===== config.mk =====
export PLATFORM = sky130hd
export DESIGN_NAME = ram_pair_rmw_engine_flat
export DESIGN_NICKNAME = d
export VERILOG_FILES = /design/src/rtl/ram_pair_rmw_engine_pkg.sv /design/src/rtl/ram_pair_rmw_engine_if.sv /design/src/rtl/ram_pair_rmw_engine_alu.sv /design/src/rtl/ram_pair_rmw_engine.sv /design/src/flat_wrapper.sv
export SDC_FILE = /design/constraint.sdc
export NUM_CORES = 1
export LEC_CHECK = 0
export ABC_AREA = 0
export ABC_CLOCK_PERIOD_IN_PS = 2200
export BUFFER_PORTS_ARGS = -buffer_cell sky130_fd_sc_hd__buf_2
export CAP_MARGIN = 20
export CORE_AREA = 2 2 85 87
export CTS_CLUSTER_SIZE = 28
export DETAILED_ROUTE_END_ITERATION = 16
export DIE_AREA = 0 0 87 89
export PLACE_DENSITY = 0.67
export SLEW_MARGIN = 20
export SYNTH_ARGS = -nofsm -noshare
export SYNTH_HDL_FRONTEND = slang
export SYNTH_SLANG_ARGS = --single-unit

===== constraint.sdc =====
create_clock -name CLOCK_50_I -period 2.2 [get_ports CLOCK_50_I]
set_clock_uncertainty 0.15 [all_clocks]
set_input_delay 0.22 -clock CLOCK_50_I [delete_from_list [all_inputs] [get_ports CLOCK_50_I]]
set_output_delay 0.22 -clock CLOCK_50_I [all_outputs]
set_load 0.01 [all_outputs]

===== src/rtl/ram_pair_rmw_engine_pkg.sv =====
// Shared types for the RAM-pair read-modify-write engine.
// Mode and FSM state encodings.
package ram_pair_rmw_pkg;

  typedef enum logic [1:0] {
    MODE_ADD  = 2'd0,
    MODE_HALF = 2'd1,
    MODE_SAT  = 2'd2,
    MODE_SWAP = 2'd3
  } mode_e;

  typedef enum logic [1:0] {
    S_IDLE  = 2'd0,
    S_READ  = 2'd1,
    S_WRITE = 2'd2
  } state_e;

endpackage


===== src/rtl/ram_pair_rmw_engine_if.sv =====
// Shared-address bus to a pair of single-port RAMs.
// master = engine, slave = the two RAMs.
interface ram_pair_rmw_engine_if #(
  parameter int DATA_W = 8,
  parameter int ADDR_W = 9
);
  logic [ADDR_W-1:0] address;
  logic [1:0]        wren;
  logic [DATA_W-1:0] write_data0;
  logic [DATA_W-1:0] write_data1;
  logic [DATA_W-1:0] read_data0;
  logic [DATA_W-1:0] read_data1;

  modport master (
    output address, wren,
    output write_data0, write_data1,
    input  read_data0, read_data1
  );

  modport slave (
    input  address, wren,
    input  write_data0, write_data1,
    output read_data0, read_data1
  );
endinterface


===== src/rtl/ram_pair_rmw_engine_alu.sv =====
// Combinational word combiner for one address.
// ovf_evt flags a wrap (ADD) or a clip (SAT).
module rmw_alu
  import ram_pair_rmw_pkg::*;
#(
  parameter int DATA_W = 8
) (
  input  logic [DATA_W-1:0] a,
  input  logic [DATA_W-1:0] b,
  input  mode_e             mode,
  output logic [DATA_W-1:0] w0,
  output logic [DATA_W-1:0] w1,
  output logic              ovf_evt
);

  logic [DATA_W:0] sum;
  logic [DATA_W:0] dif;
  logic            carry;
  logic            borrow;

  assign sum    = {1'b0, a} + {1'b0, b};
  assign dif    = {1'b0, a} - {1'b0, b};
  assign carry  = sum[DATA_W];
  assign borrow = dif[DATA_W];

  // Per-mode result selection; dif is the signed
  // DATA_W+1 difference, so dif[DATA_W:1] is the
  // arithmetic half truncated to DATA_W.
  always_comb begin
    w0      = sum[DATA_W-1:0];
    w1      = dif[DATA_W-1:0];
    ovf_evt = 1'b0;
    unique case (mode)
      MODE_ADD: begin
        ovf_evt = carry | borrow;
      end
      MODE_HALF: begin
        w0 = sum[DATA_W:1];
        w1 = dif[DATA_W:1];
      end
      MODE_SAT: begin
        w0      = carry ? '1 : sum[DATA_W-1:0];
        w1      = borrow ? '0 : dif[DATA_W-1:0];
        ovf_evt = carry | borrow;
      end
      MODE_SWAP: begin
        w0 = b;
        w1 = a;
      end
      default: ;
    endcase
  end

endmodule


===== src/rtl/ram_pair_rmw_engine.sv =====
// Sweeps an address range over two RAMs, reading,
// combining and writing back one word pair per address.
module ram_pair_rmw_engine
  import ram_pair_rmw_pkg::*;
#(
  parameter int DATA_W = 8,
  parameter int ADDR_W = 9
) (
  input  logic              CLOCK_50_I,
  input  logic              resetn,
  input  logic              start,
  input  logic [ADDR_W-1:0] start_addr,
  input  logic [ADDR_W-1:0] end_addr,
  input  logic [1:0]        mode,
  ram_pair_rmw_engine_if.master ram,
  output logic              busy,
  output logic              done,
  output logic              ovf,
  output logic [ADDR_W:0]   count
);

  state_e            state;
  state_e            state_n;
  logic [ADDR_W-1:0] addr_q;
  logic [ADDR_W-1:0] end_q;
  mode_e             mode_q;
  logic              busy_q;
  logic              done_q;
  logic              ovf_q;
  logic [ADDR_W:0]   cnt_q;
  logic              last;
  logic              alu_ovf;

  assign last = (addr_q == end_q);

  rmw_alu #(
    .DATA_W (DATA_W)
  ) u_alu (
    .a       (ram.read_data0),
    .b       (ram.read_data1),
    .mode    (mode_q),
    .w0      (ram.write_data0),
    .w1      (ram.write_data1),
    .ovf_evt (alu_ovf)
  );

  // State register.
  always_ff @(posedge CLOCK_50_I or negedge resetn) begin
    if (!resetn) state <= S_IDLE;
    else         state <= state_n;
  end

  // Next state and write enable; wren follows state
  // so an async reset drops it at once.
  always_comb begin
    state_n  = state;
    ram.wren = 2'b00;
    unique case (state)
      S_IDLE:  if (start) state_n = S_READ;
      S_READ:  state_n = S_WRITE;
      S_WRITE: begin
        ram.wren = 2'b11;
        state_n  = last ? S_IDLE : S_READ;
      end
      default: state_n = S_IDLE;
    endcase
  end

  // Range/mode latches, address, count and flags.
  always_ff @(posedge CLOCK_50_I or negedge resetn) begin
    if (!resetn) begin
      addr_q <= '0;
      end_q  <= '0;
      mode_q <= MODE_ADD;
      busy_q <= 1'b0;
      done_q <= 1'b0;
      ovf_q  <= 1'b0;
      cnt_q  <= '0;
    end else begin
      done_q <= 1'b0;
      case (state)
        S_IDLE: begin
          if (start) begin
            addr_q <= start_addr;
            end_q  <= end_addr;
            mode_q <= mode_e'(mode);
            busy_q <= 1'b1;
            ovf_q  <= 1'b0;
            cnt_q  <= '0;
          end
        end
        S_WRITE: begin
          cnt_q <= cnt_q + (ADDR_W+1)'(1);
          ovf_q <= ovf_q | alu_ovf;
          if (last) begin
            busy_q <= 1'b0;
            done_q <= 1'b1;
          end else begin
            addr_q <= addr_q + ADDR_W'(1);
          end
        end
        default: ;
      endcase
    end
  end

  assign ram.address = addr_q;
  assign busy        = busy_q;
  assign done        = done_q;
  assign ovf         = ovf_q;
  assign count       = cnt_q;

endmodule


===== src/flat_wrapper.sv =====
// flat-port wrapper written by rule: the top's interface ports become plain ports
module ram_pair_rmw_engine_flat import ram_pair_rmw_pkg::*;
#(
  parameter int DATA_W = 8,
  parameter int ADDR_W = 9
)
  (CLOCK_50_I, resetn, start, start_addr, end_addr, mode, busy, done, ovf, count, ram_address, ram_wren, ram_write_data0, ram_write_data1, ram_read_data0, ram_read_data1);
  ram_pair_rmw_engine_if #(.DATA_W(DATA_W), .ADDR_W(ADDR_W)) ram_i ();
  input  logic CLOCK_50_I;
  input  logic resetn;
  input  logic start;
  input  logic [ADDR_W-1:0] start_addr;
  input  logic [ADDR_W-1:0] end_addr;
  input  logic [1:0] mode;
  output logic busy;
  output logic done;
  output logic ovf;
  output logic [ADDR_W:0] count;
  output wire logic [$bits(ram_i.address)-1:0] ram_address;
  output wire logic [$bits(ram_i.wren)-1:0] ram_wren;
  output wire logic [$bits(ram_i.write_data0)-1:0] ram_write_data0;
  output wire logic [$bits(ram_i.write_data1)-1:0] ram_write_data1;
  input wire logic [$bits(ram_i.read_data0)-1:0] ram_read_data0;
  input wire logic [$bits(ram_i.read_data1)-1:0] ram_read_data1;
  assign ram_address = ram_i.address;
  assign ram_wren = ram_i.wren;
  assign ram_write_data0 = ram_i.write_data0;
  assign ram_write_data1 = ram_i.write_data1;
  assign ram_i.read_data0 = ram_read_data0;
  assign ram_i.read_data1 = ram_read_data1;
  ram_pair_rmw_engine #(.DATA_W(DATA_W), .ADDR_W(ADDR_W)) u_core (.CLOCK_50_I(CLOCK_50_I), .resetn(resetn), .start(start), .start_addr(start_addr), .end_addr(end_addr), .mode(mode), .ram(ram_i), .busy(busy), .done(done), .ovf(ovf), .count(count));
endmodule

### After elaboration in Yosys (flattened, before gate mapping)

Index checks and enable logic that the tools add are counted.

| cells by class | value |
|---|---|
| add/subtract/negate cells | 4 |
| multipliers | 0 |
| div/mod/pow operators | 0 |
| order comparisons | 0 |
| eq/ne operators | 9 |
| shift operators | 0 |
| multiplexer cells | 21 |
| bitwise operators | 2 |
| reduce and logical (&&, ||, !) cells | 8 |

Operators by type and width:

| operator | number |
|---|---|
| 8-bit one-hot mux with 3 select lines | 2 |
| 10-bit one-hot mux with 2 select lines | 1 |
| 9-bit two-way mux | 2 |
| 9-bit one-hot mux with 2 select lines | 1 |
| 8-bit two-way mux | 2 |
| 10-bit by 1-bit adder with 10-bit output (second input constant) | 1 |
| 10-bit two-way mux | 1 |
| 8-bit by 8-bit adder with 9-bit output | 1 |
| 9-bit by 1-bit adder with 9-bit output (second input constant) | 1 |
| 9-bit == test | 1 |
| 8-bit by 8-bit subtractor with 9-bit output | 1 |
| 1-bit two-way mux | 7 |
| 2-bit == test (second input constant) | 3 |
| 2-bit one-hot mux with 3 select lines | 1 |
| 3-bit AND reduction | 2 |
| 2-bit by 1-bit == test with 1-bit output (second input constant) | 2 |
| 2-bit zero test | 2 |
| 2-bit two-way mux | 2 |
| 2-bit inequality test (second input constant) | 2 |
| 1-bit one-hot mux with 2 select lines | 2 |
| 2-bit AND reduction | 2 |
| 2-bit by 1-bit inequality test with 1-bit output (second input constant) | 1 |
| 1-bit OR | 2 |
| 2-bit nonzero test | 1 |
| 2-bit OR reduction | 1 |

| storage, ports and cells | value |
|---|---|
| flip-flop bits (word level) | 35 |
| bits in latches | 0 |
| RAM bits | 0 |
| ROM bits | 0 |
| input bits | 39 |
| output and inout bits | 40 |
| logic and storage cells | 52 |
| memories | 0 |

### Logic depth before layout (Yosys ltp)

Gate-level depths: netlist of the first run.

| logic depth | value |
|---|---|
| depth in word-level cells | 5 |
| depth in mapped cells | 9 |
| depth with buffers taken out | 9 |

### By module

From an unflattened synthesis of the first run, not the netlist that was laid out.

| second synthesis, totals | value |
|---|---|
| cell total of the unflattened synthesis | 349 |
| area, all modules | 2,880.3 µm² |

Modules (own cells, without submodules):

| module | instances | cells each | area an instance (µm²) | sequential area each (µm²) |
|---|---|---|---|---|
| ram_pair_rmw_engine | 1 | 195 | 1,762.9 | 875.8 |
| rmw_alu | 1 | 154 | 1,117.3 | 0.0 |

### Worst setup path before layout of the first run

Ideal clock, no wire load.

| timing | value |
|---|---|
| path kind | in2out |
| start | in ram_read_data0[0] |
| end | out ram_write_data1[4] |
| arrival time | 2,040 ps |
| data required time | 1,830 ps |
| setup slack | -210 ps |
| stages | 9 |
| path buffers | 0 |
| path through | inv_1 -> ha_1 -> inv_1 -> fa_1 -> a211o_1 -> a21o_1 -> a311o_1 -> a32o_1 -> a21o_1 |

| between the ends | value |
|---|---|
| word-level cells in the longest chain between the ends | 3 |

RTL lines:

| what | RTL line | RTL |
|---|---|---|
| start: declaration | flat_wrapper.sv:23 | `input wire logic [$bits(ram_i.read_data0)-1:0] ram_read_data0;` |
| 8-bit by 8-bit subtractor with 9-bit output * | ram_pair_rmw_engine_alu.sv:22 | `assign dif = {1'b0, a} - {1'b0, b};` |
| 8-bit two-way mux | ram_pair_rmw_engine_alu.sv:43 | `w1 = borrow ? '0 : dif[DATA_W-1:0];` |
| 8-bit one-hot mux with 3 select lines * | ram_pair_rmw_engine_alu.sv:33 | `unique case (mode)` |
| end: declaration | flat_wrapper.sv:22 | `output wire logic [$bits(ram_i.write_data1)-1:0] ram_write_data1;` |

Every way passes the cells marked *; elsewhere a longest branch is shown, timed or not.

### Final worst setup path of the first run

| timing | value |
|---|---|
| start | in ram_read_data0[0] |
| end | out ram_write_data0[3] |

| between the ends | value |
|---|---|
| word-level cells in the longest chain between the ends | 3 |

RTL lines:

| what | RTL line | RTL |
|---|---|---|
| 8-bit by 8-bit adder with 9-bit output * | ram_pair_rmw_engine_alu.sv:21 | `assign sum = {1'b0, a} + {1'b0, b};` |
| 8-bit two-way mux | ram_pair_rmw_engine_alu.sv:42 | `w0 = carry ? '1 : sum[DATA_W-1:0];` |
| 8-bit one-hot mux with 3 select lines * | ram_pair_rmw_engine_alu.sv:33 |  |
| end: declaration | flat_wrapper.sv:21 | `output wire logic [$bits(ram_i.write_data0)-1:0] ram_write_data0;` |

Marks and branches as above.

==> results.yml, run 1 <==
place:
  dp_hpwl_mm: 6.52
  gp_congestion: 0.963
  dpl-instance-area_sq_um: 3830
  portBuffers: 78
floorplan:
  die_area_sq_um: 7740
  core_sq_um: 6720
  boundaryPins: 79
  start_util_pct: 43.9
  die_y_microns: 89
  dieWidth_microns: 87
  num_rows: 30
timing:
  finalSetupTns_ns: -4.90
  hold_viol_final: 1
  slew_headroom_pct: 46.3
  setup_viol_count_final: 16
  worst_slew_pin_slew_ns: 0.805
  finalMaxSlewViolations: 0
  fin_hold_ws_ns: -0.00204
  fmax_ghz: 0.394
  post-route-period-util_pct: 115
  setup_slack_ns: -0.339
  final.min_clock_period_ns: 2.54
  rsz0062_at_grt: "yes"
synth:
  synthCells: 358
  synth_cell_types: 64
  syn-cell-area_sq_um: 2950
  ys_warn_count: 0
  synth_top_area_share_pct: 29.7
  synth_ff_type: "dfrtp_1"
  syn_nets: 418
  yosys-top-cells-area: "dfrtp_1 (30%), ha_1 (8.1%), nand2_1 (7.4%)"
  async_flop_share_pct: 100
  synth-seq-cells: 35
  synth-edff-count: 0
  syn_avg_cell_area_sq_um: 8.25
  ys_seq_area_share_pct: 29.7
  synth_top_area_cell: "dfrtp_1"
final_layout:
  drive_above_1_share_pct: 39.7
  fin_nets: 554
  antenna_cells: 0
  area_growth_pct: 45.5
  final_util_pct: 63.9
  finalInstanceArea_sq_um: 4300
grt:
  antenna_found_initial: 0
  grt_pass1_wl_mm: 14.4
  first_global_vias: 3098
  overflow: 0
  grt_usage_pct: 23.4
  grt_max_degree: 36
pwr:
  ir_drop_mv: 0.447
  p_sw_share_pct: 45.5
  p_seq_share_pct: 25.7
  p_switching_uw: 1980
  leakage_uw: 0.00206
  p_int_uw: 2370
  power_frac_comb_pct: 63.3
  power_density_nw_per_um2: 1010
  pwr-share-clk_pct: 11.0
setup_path:
  arrival_ns: 2.17
  required_ns: 1.83
  cpPeakStageDelay_ns: 0.38
  path_cells: "buf_12 > ha_4 > fa_2 > and2b_2 > buf_6 > o31ai_4 > xor2_2 > mux2i_1 > a22oi_1 > buf_2"
  critical_path_class: "in -> out"
  critical_path_buf_inv_count: 3
  cp-end-kind: "output pin"
  path_max_fanout: 3
  cp_top_family: "adder cells"
  startpoint_type: "input port"
  cp_slowest_cell: "fa_2"
clock_tree:
  htree_levels: 2
  insertion_delay_ns: 0.29
  numCtsBuffers: 5
  clock-sinks: 35
  cts_tree: "done"
  cts_buffer_depth: 2
  cts.clk_slew.worst_paths_ns: 0.07
  clockRootBuffer: "clkbuf_8"
status:
  violations: "negative hold slack, negative setup slack"
  status: "finished, violations left"
routing:
  via_per_inst: 5.46
  drtIter0Drc: 132
  postRouteWirelength_mm: 8.89
  drc_errors: 0
  drtAntennaViolNets: 0
  dr.pass1.iters: 5
  vias: 3133
  wire_per_inst_microns: 15.5
run:
  cap_violations: 0
hold_path:
  hp-class: "in -> reg"
==> path summary, 6_finish.rpt <==
check / from / to / slack, ns / cells after the start
min reg2reg: u_core.ovf$_DFFE_PN0P_ / u_core.ovf$_DFFE_PN0P_ / 0.32 / 2
max reg2reg: u_core.ram.address[1]$_DFFE_PN0P_ / u_core.ram.address[1]$_DFFE_PN0P_ / 0.17 / 5
min in group asynchronous: resetn / u_core.ram.address[0]$_DFFE_PN0P_ / 0.40 / 2
min: end_addr[3] / u_core.end_q[3]$_DFFE_PN0P_ / -0.002 / 3
max in group asynchronous: resetn / u_core.mode_q[0]$_DFFE_PN0P_ / 0.98 / 2
max: ram_read_data0[0] / ram_write_data0[3] / -0.34 / 10
==> final cells by class <==
| cell class | instances | area (sq um) |
|---|---|---|
| multi-input combinational | 285 | 2150 |
| inverter | 18 | 80.1 |
| clock inverter | 1 | 5.00 |
| fill | 572 | 2420 |
| clock buffer | 6 | 82.6 |
| sequential | 35 | 876 |
| timing repair buffer | 149 | 1000 |
| tap | 80 | 100 |
==> sequential cells by signal (all words and copies together) (netlist names) <==
register and count:
u_core.mode_q 2, u_core.count 10, u_core.state 2, u_core.busy 1
u_core.done 1, u_core.ram.address 9, u_core.ovf 1, u_core.end_q 9
==> cells in the mapped netlist, types with 2 or more instances <==
library cell,n
ha_1,19
o21a_1,6
nor2b_1,5
xnor2_1,7
a22o_1,3
a211oi_1,3
inv_1,17
nand2_1,58
buf_6,3
fa_1,2
buf_2,3
buf_1,2
a32o_1,2
o31ai_1,7
dfrtp_1,35
o32ai_1,3
a31oi_1,7
mux2_2,5
a21o_2,2
nand2b_1,5
and3_1,5
a22o_2,2
a21oi_1,21
nand4_1,4
and2b_2,2
mux2i_1,6
o21ai_0,18
clkbuf_1,11
xor2_1,12
a21o_1,3
nor2_1,31
nand3_1,5
o221a_1,2
nor3b_1,3
nor3_1,9
o22ai_1,2
==> worst reg2reg max path: stages (launching register included) <==
cell	delay, ns
dfrtp_1	0.44
xor2_1	0.16
nor3_1	0.36
nand4_2	0.29
and2_4	0.28
o221a_2	0.24
==> layout by cell type, fill, tap and decap left out, types with 7 or more instances in the layout <==
master         synthesis  final
buf_2                  3     74
nand2_1               58     57
buf_4                  1     55
dfrtp_1               35     35
nor2_1                31     30
a21oi_1               21     19
o21ai_0               18     17
inv_1                 17     15
ha_1                  19     14
xor2_1                12     11
dlygate4sd3_1          0     11
buf_6                  3      8
xnor2_1                7      7
==> power groups by stage <==
stage	sequential (uW)	clock [uW]	combinational, uW
finish	1120	477	2750
global route	1140	508	3030
CTS	1110	486	2700
detailed placement	1130	0	2530
global placement	1120	0	2490
floorplan	1120	0	1630
==> what timing repair did <==
| action | CTS | global route |
|---|---|---|
| pin swaps | 12 | 11 |
| buffers inserted | 2 | 0 |
| hold buffers | 11 | 0 |
| gates resized for setup | 38 | 10 |
| endpoints found under the hold margin | 45 | 0 |
| setup endpoints to repair | 16 | 16 |
==> kinds of logic (layout without fill, tap and decap cells) <==
kind of cell	after synthesis	after routing	synth area share (%)
xor gates and xnor gates	20	20	6.19
AOI/OAI and AO/OA	95	95	22.4
muxes	11	11	3.94
buffers and inverters	38	174	5.85
and+or+nand+nor	138	138	22.6
adders and majority gates	21	21	9.41
DFF	35	35	29.7
==> per-stage QoR <==
step	total power, uW	std cells	setup WS [ns]
after floorplan	2750	358	-0.123
after global placement	3610	554	-0.422
after detailed placement	3650	554	-0.454
after CTS	4300	574	-0.371
after global routing	4680	574	-0.421
final	4340	574	-0.339
==> layer usage <==
layer | vias to the layer above | track usage (%) | wire [microns]
met5 | - | 0 | 0
met4 | 0 | 6.25 | 153
met3 | 12 | 5.17 | 493
met2 | 101 | 38.4 | 4220
met1 | 1481 | 31.2 | 4020
li1 | 1539 | - | -
Power figures use the tool's default switching activity.
==> run 2, diff against run 1 <==
--- a/config.mk
+++ b/config.mk
@@ -6,14 +6,15 @@
 export NUM_CORES = 1
 export LEC_CHECK = 0
 export ABC_AREA = 0
-export ABC_CLOCK_PERIOD_IN_PS = 2200
+export ABC_CLOCK_PERIOD_IN_PS = 3200
 export BUFFER_PORTS_ARGS = -buffer_cell sky130_fd_sc_hd__buf_2
 export CAP_MARGIN = 20
-export CORE_AREA = 2 2 85 87
+export CORE_AREA = 2 2 97 76
 export CTS_CLUSTER_SIZE = 28
 export DETAILED_ROUTE_END_ITERATION = 16
-export DIE_AREA = 0 0 87 89
-export PLACE_DENSITY = 0.67
+export DIE_AREA = 0 0 99 78
+export PLACE_DENSITY = 0.65
+export SKIP_CTS_REPAIR_TIMING = 1
 export SLEW_MARGIN = 20
 export SYNTH_ARGS = -nofsm -noshare
 export SYNTH_HDL_FRONTEND = slang
==> constraint.sdc (replaced) <==
create_clock -name CLOCK_50_I -period 3.2 [get_ports CLOCK_50_I]
set_clock_uncertainty 0.15 [all_clocks]
set_input_delay 0.32 -clock CLOCK_50_I [delete_from_list [all_inputs] [get_ports CLOCK_50_I]]
set_output_delay 0.32 -clock CLOCK_50_I [all_outputs]
set_load 0.01 [all_outputs]
==> results.yml, run 2 (synthesis results as in run 1) <==
floorplan:
  core_sq_um: 6670
  num_rows: 26
  die_y_microns: 78
  boundaryPins: 79
  die_area_sq_um: 7720
  start_util_pct: 44.3
  dieWidth_microns: 99
grt:
  grt_max_degree: 36
  globalRouteMet1Util_pct: 31.6
  use_met2_pct: 31.3
  gr-usage-met3_pct: 4.05
  first_global_vias: 2691
  overflow: 0
  grt_usage_pct: 21.0
  busiest_layer: "met1"
  grt_pass1_wl_mm: 13.3
  antenna_found_initial: 0
setup_path:
  critical_path_class: "in -> out"
  startpoint_type: "input port"
  path_max_fanout: 6
  arrival_ns: 2.55
  required_ns: 2.73
  cp-end-kind: "output pin"
pwr:
  power_frac_comb_pct: 57.1
  p_switching_uw: 1250
  ir_drop_mv: 0.245
  p_seq_share_pct: 30.8
  pwr-share-clk_pct: 12.0
  power_density_nw_per_um2: 771
  p_int_uw: 1430
  leakage_uw: 0.00170
  p_sw_share_pct: 46.7
timing:
  setup_viol_count_final: 0
  fmax_ghz: 0.331
  final.min_clock_period_ns: 3.02
  hold_viol_final: 35
  rsz0062_at_grt: "no"
  finalMaxSlewViolations: 0
  fin_hold_ws_ns: -0.0365
  worst_slew_pin_slew_ns: 0.786
  post-route-period-util_pct: 94.4
  slew_headroom_pct: 47.6
  setup_slack_ns: 0.179
  finalSetupTns_ns: 0
routing:
  wire_per_inst_microns: 15.6
  drc_errors: 0
  drtIter0Drc: 179
  vias: 2858
  drtAntennaViolNets: 0
  postRouteWirelength_mm: 8.01
  dr.pass1.iters: 4
  via_per_inst: 5.57
final_layout:
  final_cell_mix: "buf_2 (78), nand2_1 (58), dfrtp_1 (35)"
  drive_above_1_share_pct: 26.3
  fin_nets: 489
  final_util_pct: 52.2
  antenna_cells: 0
  area_growth_pct: 17.9
  final_common_cell: "buf_2"
  largest_reg_flops: 10
clock_tree:
  insertion_delay_ns: 0.28
  numCtsBuffers: 5
  cts.clk_slew.worst_paths_ns: 0.07
  clock-sinks: 35
  clockRootBuffer: "clkbuf_8"
  htree_levels: 2
  cts_tree: "done"
  cts_buffer_depth: 2
place:
  dp_hpwl_mm: 6.16
  dp_slack_ns: 0.230
  gp_congestion: 0.903
  portBuffers: 78
status:
  violations: "negative hold slack"
  status: "finished, violations left"
hold_path:
  hp-class: "in -> async"
run:
  cap_violations: 0
[run 2: cell types whose count changed in the layout (fill, tap and decap cells not counted), sizes merged]
cell,delta
buf,-54
dlygate4sd3,-11
[run 2: layout make-up]
| cell class | count | area, sq um |
|---|---|---|
| clock buffers | 6 | 82.6 |
| clock inverters | 1 | 5.00 |
| fillers | 663 | 3190 |
| inverters | 18 | 67.6 |
| multi-input cells | 285 | 1910 |
| flip-flops and latches | 35 | 876 |
| well taps | 84 | 105 |
| repair buffers | 84 | 435 |
[run 2: final timing paths]
| kind | from | to | slack (ns) | cells after the start |
|---|---|---|---|---|
| setup / recovery | ram_read_data1[0] | ram_write_data0[4] | 0.18 | 9 |
| hold / removal | resetn | u_core.end_q[1]$_DFFE_PN0P_ | -0.04 | 1 |
| setup reg to reg | u_core.state[1]$_DFFE_PN0P_ | u_core.ram.address[4]$_DFFE_PN0P_ | 1.04 | 4 |
| hold reg to reg | u_core.ovf$_DFFE_PN0P_ | u_core.ovf$_DFFE_PN0P_ | 0.33 | 2 |
| max in group asynchronous | resetn | u_core.count[0]$_DFFE_PN0P_ | 2.43 | 1 |
| min in group CLOCK_50_I | end_addr[1] | u_core.end_q[1]$_DFFE_PN0P_ | 0.07 | 3 |
[run 2: power by group through the flow]
| stage | sequential [uW] | combinational [uW] | clock, uW |
|---|---|---|---|
| finish | 828 | 1530 | 323 |
| global route | 858 | 1700 | 350 |
| CTS | 823 | 1540 | 335 |
| detailed placement | 832 | 1530 | 0 |
| global placement | 827 | 1510 | 0 |
| floorplan | 772 | 1110 | 0 |
[run 2: critical path, cell delays in order]
cell and delay (ns):
buf_2 0.12, ha_1 0.22, fa_1 0.42, and2b_2 0.24, o311ai_2 0.29, a31oi_1 0.33, o32ai_1 0.39, a21oi_1 0.06
buf_2 0.15
[run 2: metal layers]
layer  wire length [microns]  part of all wire (%)
met1                    4050                    51
met2                    3490                    44
met3                     443                   5.5
met4                      26                  0.32
met5                       0                     0
[run 2: stage by stage]
stage          area (sq um)  total power (uW)  std cells  hold WS, ns
6_report               3480              2680        513      -0.0365
5_1_grt                3480              2910        513       0.0379
4_1_cts                3480              2700        513     -0.00681
3_5_place_dp           3390              2360        506        0.303
3_3_place_gp           3390              2340        506        0.299
2_1_floorplan          2950              1880        358       -0.126
==> run 3, diff against run 2 <==
--- a/config.mk
+++ b/config.mk
@@ -5,14 +5,14 @@
 export SDC_FILE = /design/constraint.sdc
 export NUM_CORES = 1
 export LEC_CHECK = 0
-export ABC_AREA = 0
+export ABC_AREA = 1
 export ABC_CLOCK_PERIOD_IN_PS = 3200
 export BUFFER_PORTS_ARGS = -buffer_cell sky130_fd_sc_hd__buf_2
 export CAP_MARGIN = 20
-export CORE_AREA = 2 2 97 76
+export CORE_AREA = 2 2 99 77
 export CTS_CLUSTER_SIZE = 28
 export DETAILED_ROUTE_END_ITERATION = 16
-export DIE_AREA = 0 0 99 78
+export DIE_AREA = 0 0 101 79
 export PLACE_DENSITY = 0.65
 export SKIP_CTS_REPAIR_TIMING = 1
 export SLEW_MARGIN = 20
==> results.yml, run 3 <==
status:
  status: "finished, violations left"
  violations: "negative hold slack"
setup_path:
  cpPeakStageDelay_ns: 0.40
  critical_path_class: "in -> out"
  required_ns: 2.73
  arrival_ns: 2.09
  critical_path_buf_inv_count: 4
  cp-end-kind: "output pin"
  startpoint_type: "input port"
  path_cells: "buf_2 > inv_1 > ha_1 > inv_1 > fa_1 > nand3_1 > nand3_1 > nand2_1 > nand3_2 > nand2_1 > nand2_2 > nand2_1 > nand3_1 > buf_2"
  cp_slowest_cell: "fa_1"
  cp_top_family: "simple AND/OR/NAND/NOR gates"
  path_max_fanout: 7
clock_tree:
  htree_levels: 2
  clockRootBuffer: "clkbuf_8"
  cts_buffer_depth: 2
  cts_tree: "done"
  cts.clk_slew.worst_paths_ns: 0.07
  clock-sinks: 35
  numCtsBuffers: 5
  insertion_delay_ns: 0.29
place:
  dp_hpwl_mm: 6.35
  portBuffers: 78
  gp_congestion: 0.874
  dpl-instance-area_sq_um: 3490
timing:
  fmax_ghz: 0.390
  final.min_clock_period_ns: 2.56
  slew_headroom_pct: 48.8
  fin_hold_ws_ns: -0.0489
  hold_viol_final: 35
  worst_slew_pin_slew_ns: 0.767
  setup_viol_count_final: 0
  finalMaxSlewViolations: 0
  rsz0062_at_grt: "no"
  post-route-period-util_pct: 80.1
  finalSetupTns_ns: 0
floorplan:
  start_util_pct: 43.4
  num_rows: 27
  core_sq_um: 7090
  die_area_sq_um: 7980
  boundaryPins: 79
  die_y_microns: 79
  dieWidth_microns: 101
pwr:
  leakage_uw: 0.00196
  power_density_nw_per_um2: 769
  ir_drop_mv: 0.255
synth:
  synth_top_area_cell: "dfrtp_1"
  ys_seq_area_share_pct: 28.5
  ys_warn_count: 0
  synthCells: 454
  syn-cell-area_sq_um: 3080
  synth_ff_type: "dfrtp_1"
  synth-seq-cells: 35
  syn_avg_cell_area_sq_um: 6.77
  async_flop_share_pct: 100
  synthTopCellsByCount: "nand2_1 (180), inv_1 (44), nand3_1 (36)"
  yosys-top-cells-area: "dfrtp_1 (28%), nand2_1 (22%), ha_1 (7.7%)"
  synth_top_area_share_pct: 28.5
  syn_nets: 514
  synth_cell_types: 38
  post-synth-top-count-cell: "nand2_1"
  synth-edff-count: 0
grt:
  grt_max_degree: 36
  grt_pass1_wl_mm: 13.8
  overflow: 0
  first_global_vias: 2978
  antenna_found_initial: 0
  grt_usage_pct: 21.6
final_layout:
  final_util_pct: 50.6
  finalInstanceArea_sq_um: 3590
  drive_above_1_share_pct: 21.1
  fin_nets: 586
  largest_reg_flops: 10
  final_cell_mix: "nand2_1 (180), buf_2 (78), inv_1 (44)"
  antenna_cells: 0
  area_growth_pct: 16.8
  final_common_cell: "nand2_1"
  nFillCells: 693
routing:
  drtIter0Drc: 301
  via_per_inst: 5.11
  drtAntennaViolNets: 0
  wire_per_inst_microns: 13.1
  postRouteWirelength_mm: 8.04
  vias: 3136
  drc_errors: 0
  dr.pass1.iters: 5
run:
  cap_violations: 0
hold_path:
  hp-class: "in -> async"
[run 3: changes by cell type after synthesis, sizes merged, moves of 6 or more]
cell,before,now
a21oi,22,13
a31oi,7,0
clkbuf,11,1
inv,17,48
mux2i,6,0
nand2,58,186
nand3,5,41
nand4,5,11
nor2,31,24
o31ai,7,0
[run 3: per-layer routing]
layer / part of all wire (%) / GRT usage (%)
met5: 0 / 0
met4: 0.86 / 5.95
met3: 6.4 / 3.87
met2: 41 / 31.3
met1: 51 / 32.8
[run 3: where the power goes]
| group | internal [uW] | switching [uW] | total (uW) |
|---|---|---|---|
| clock network | 196 | 158 | 354 |
| logic | 605 | 988 | 1590 |
| registers | 603 | 212 | 815 |
| total | 1400 | 1360 | 2760 |
[run 3: final timing paths]
| check | start | endpoint | slack (ns) | cells past startpoint |
|---|---|---|---|---|
| hold / removal | resetn | u_core.count[6]$_DFFE_PN0P_ | -0.05 | 1 |
| setup / recovery | ram_read_data0[0] | ram_write_data1[5] | 0.64 | 14 |
| max in group asynchronous | resetn | u_core.end_q[4]$_DFFE_PN0P_ | 2.46 | 1 |
| setup reg to reg | u_core.state[0]$_DFFE_PN0P_ | u_core.count[5]$_DFFE_PN0P_ | 1.49 | 7 |
| hold reg to reg | u_core.state[1]$_DFFE_PN0P_ | u_core.state[1]$_DFFE_PN0P_ | 0.33 | 1 |
| min in group CLOCK_50_I | end_addr[2] | u_core.end_q[2]$_DFFE_PN0P_ | 0.08 | 3 |
[run 3: logic make-up (layout without fill, tap and decap cells)]
| group | count (synthesis) | count (layout) | share of synthesized area [%] |
|---|---|---|---|
| AO/OA/AOI/OAI | 37 | 37 | 7.00 |
| flip-flops | 35 | 35 | 28.5 |
| AND/OR/NAND/NOR | 276 | 276 | 40.2 |
| XOR/XNOR | 23 | 23 | 6.55 |
| adder cells (fa/ha/maj) | 21 | 21 | 9.03 |
| buffers and inverters | 62 | 135 | 8.79 |
[run 3: through the flow]
step	total power, uW	std cells	setup slack [ns]
after CTS	2780	614	0.632
after global routing	3040	614	0.487
after global placement	2390	606	0.711
final	2760	614	0.638
after floorplan	1900	454	1.09
after detailed placement	2410	606	0.636
[run 3: final cells by class]
class	count	area [sq um]	area share (%)
Timing Repair Buffer	79	398	11.1
Sequential cell	35	876	24.4
Multi-Input combinational cell	357	1930	53.7
Clock buffer	8	100	2.79
Inverter	48	180	5.02
Tap cell	87	109	3.03
[run 3: worst reg2reg max path: stages, from the launching register on]
cell     delay, ns
dfrtp_1       0.44
nor2_8        0.24
inv_2         0.19
nand2_4       0.17
nand2_2       0.10
nor2_2        0.11
a21oi_1       0.07
nor3_1        0.16
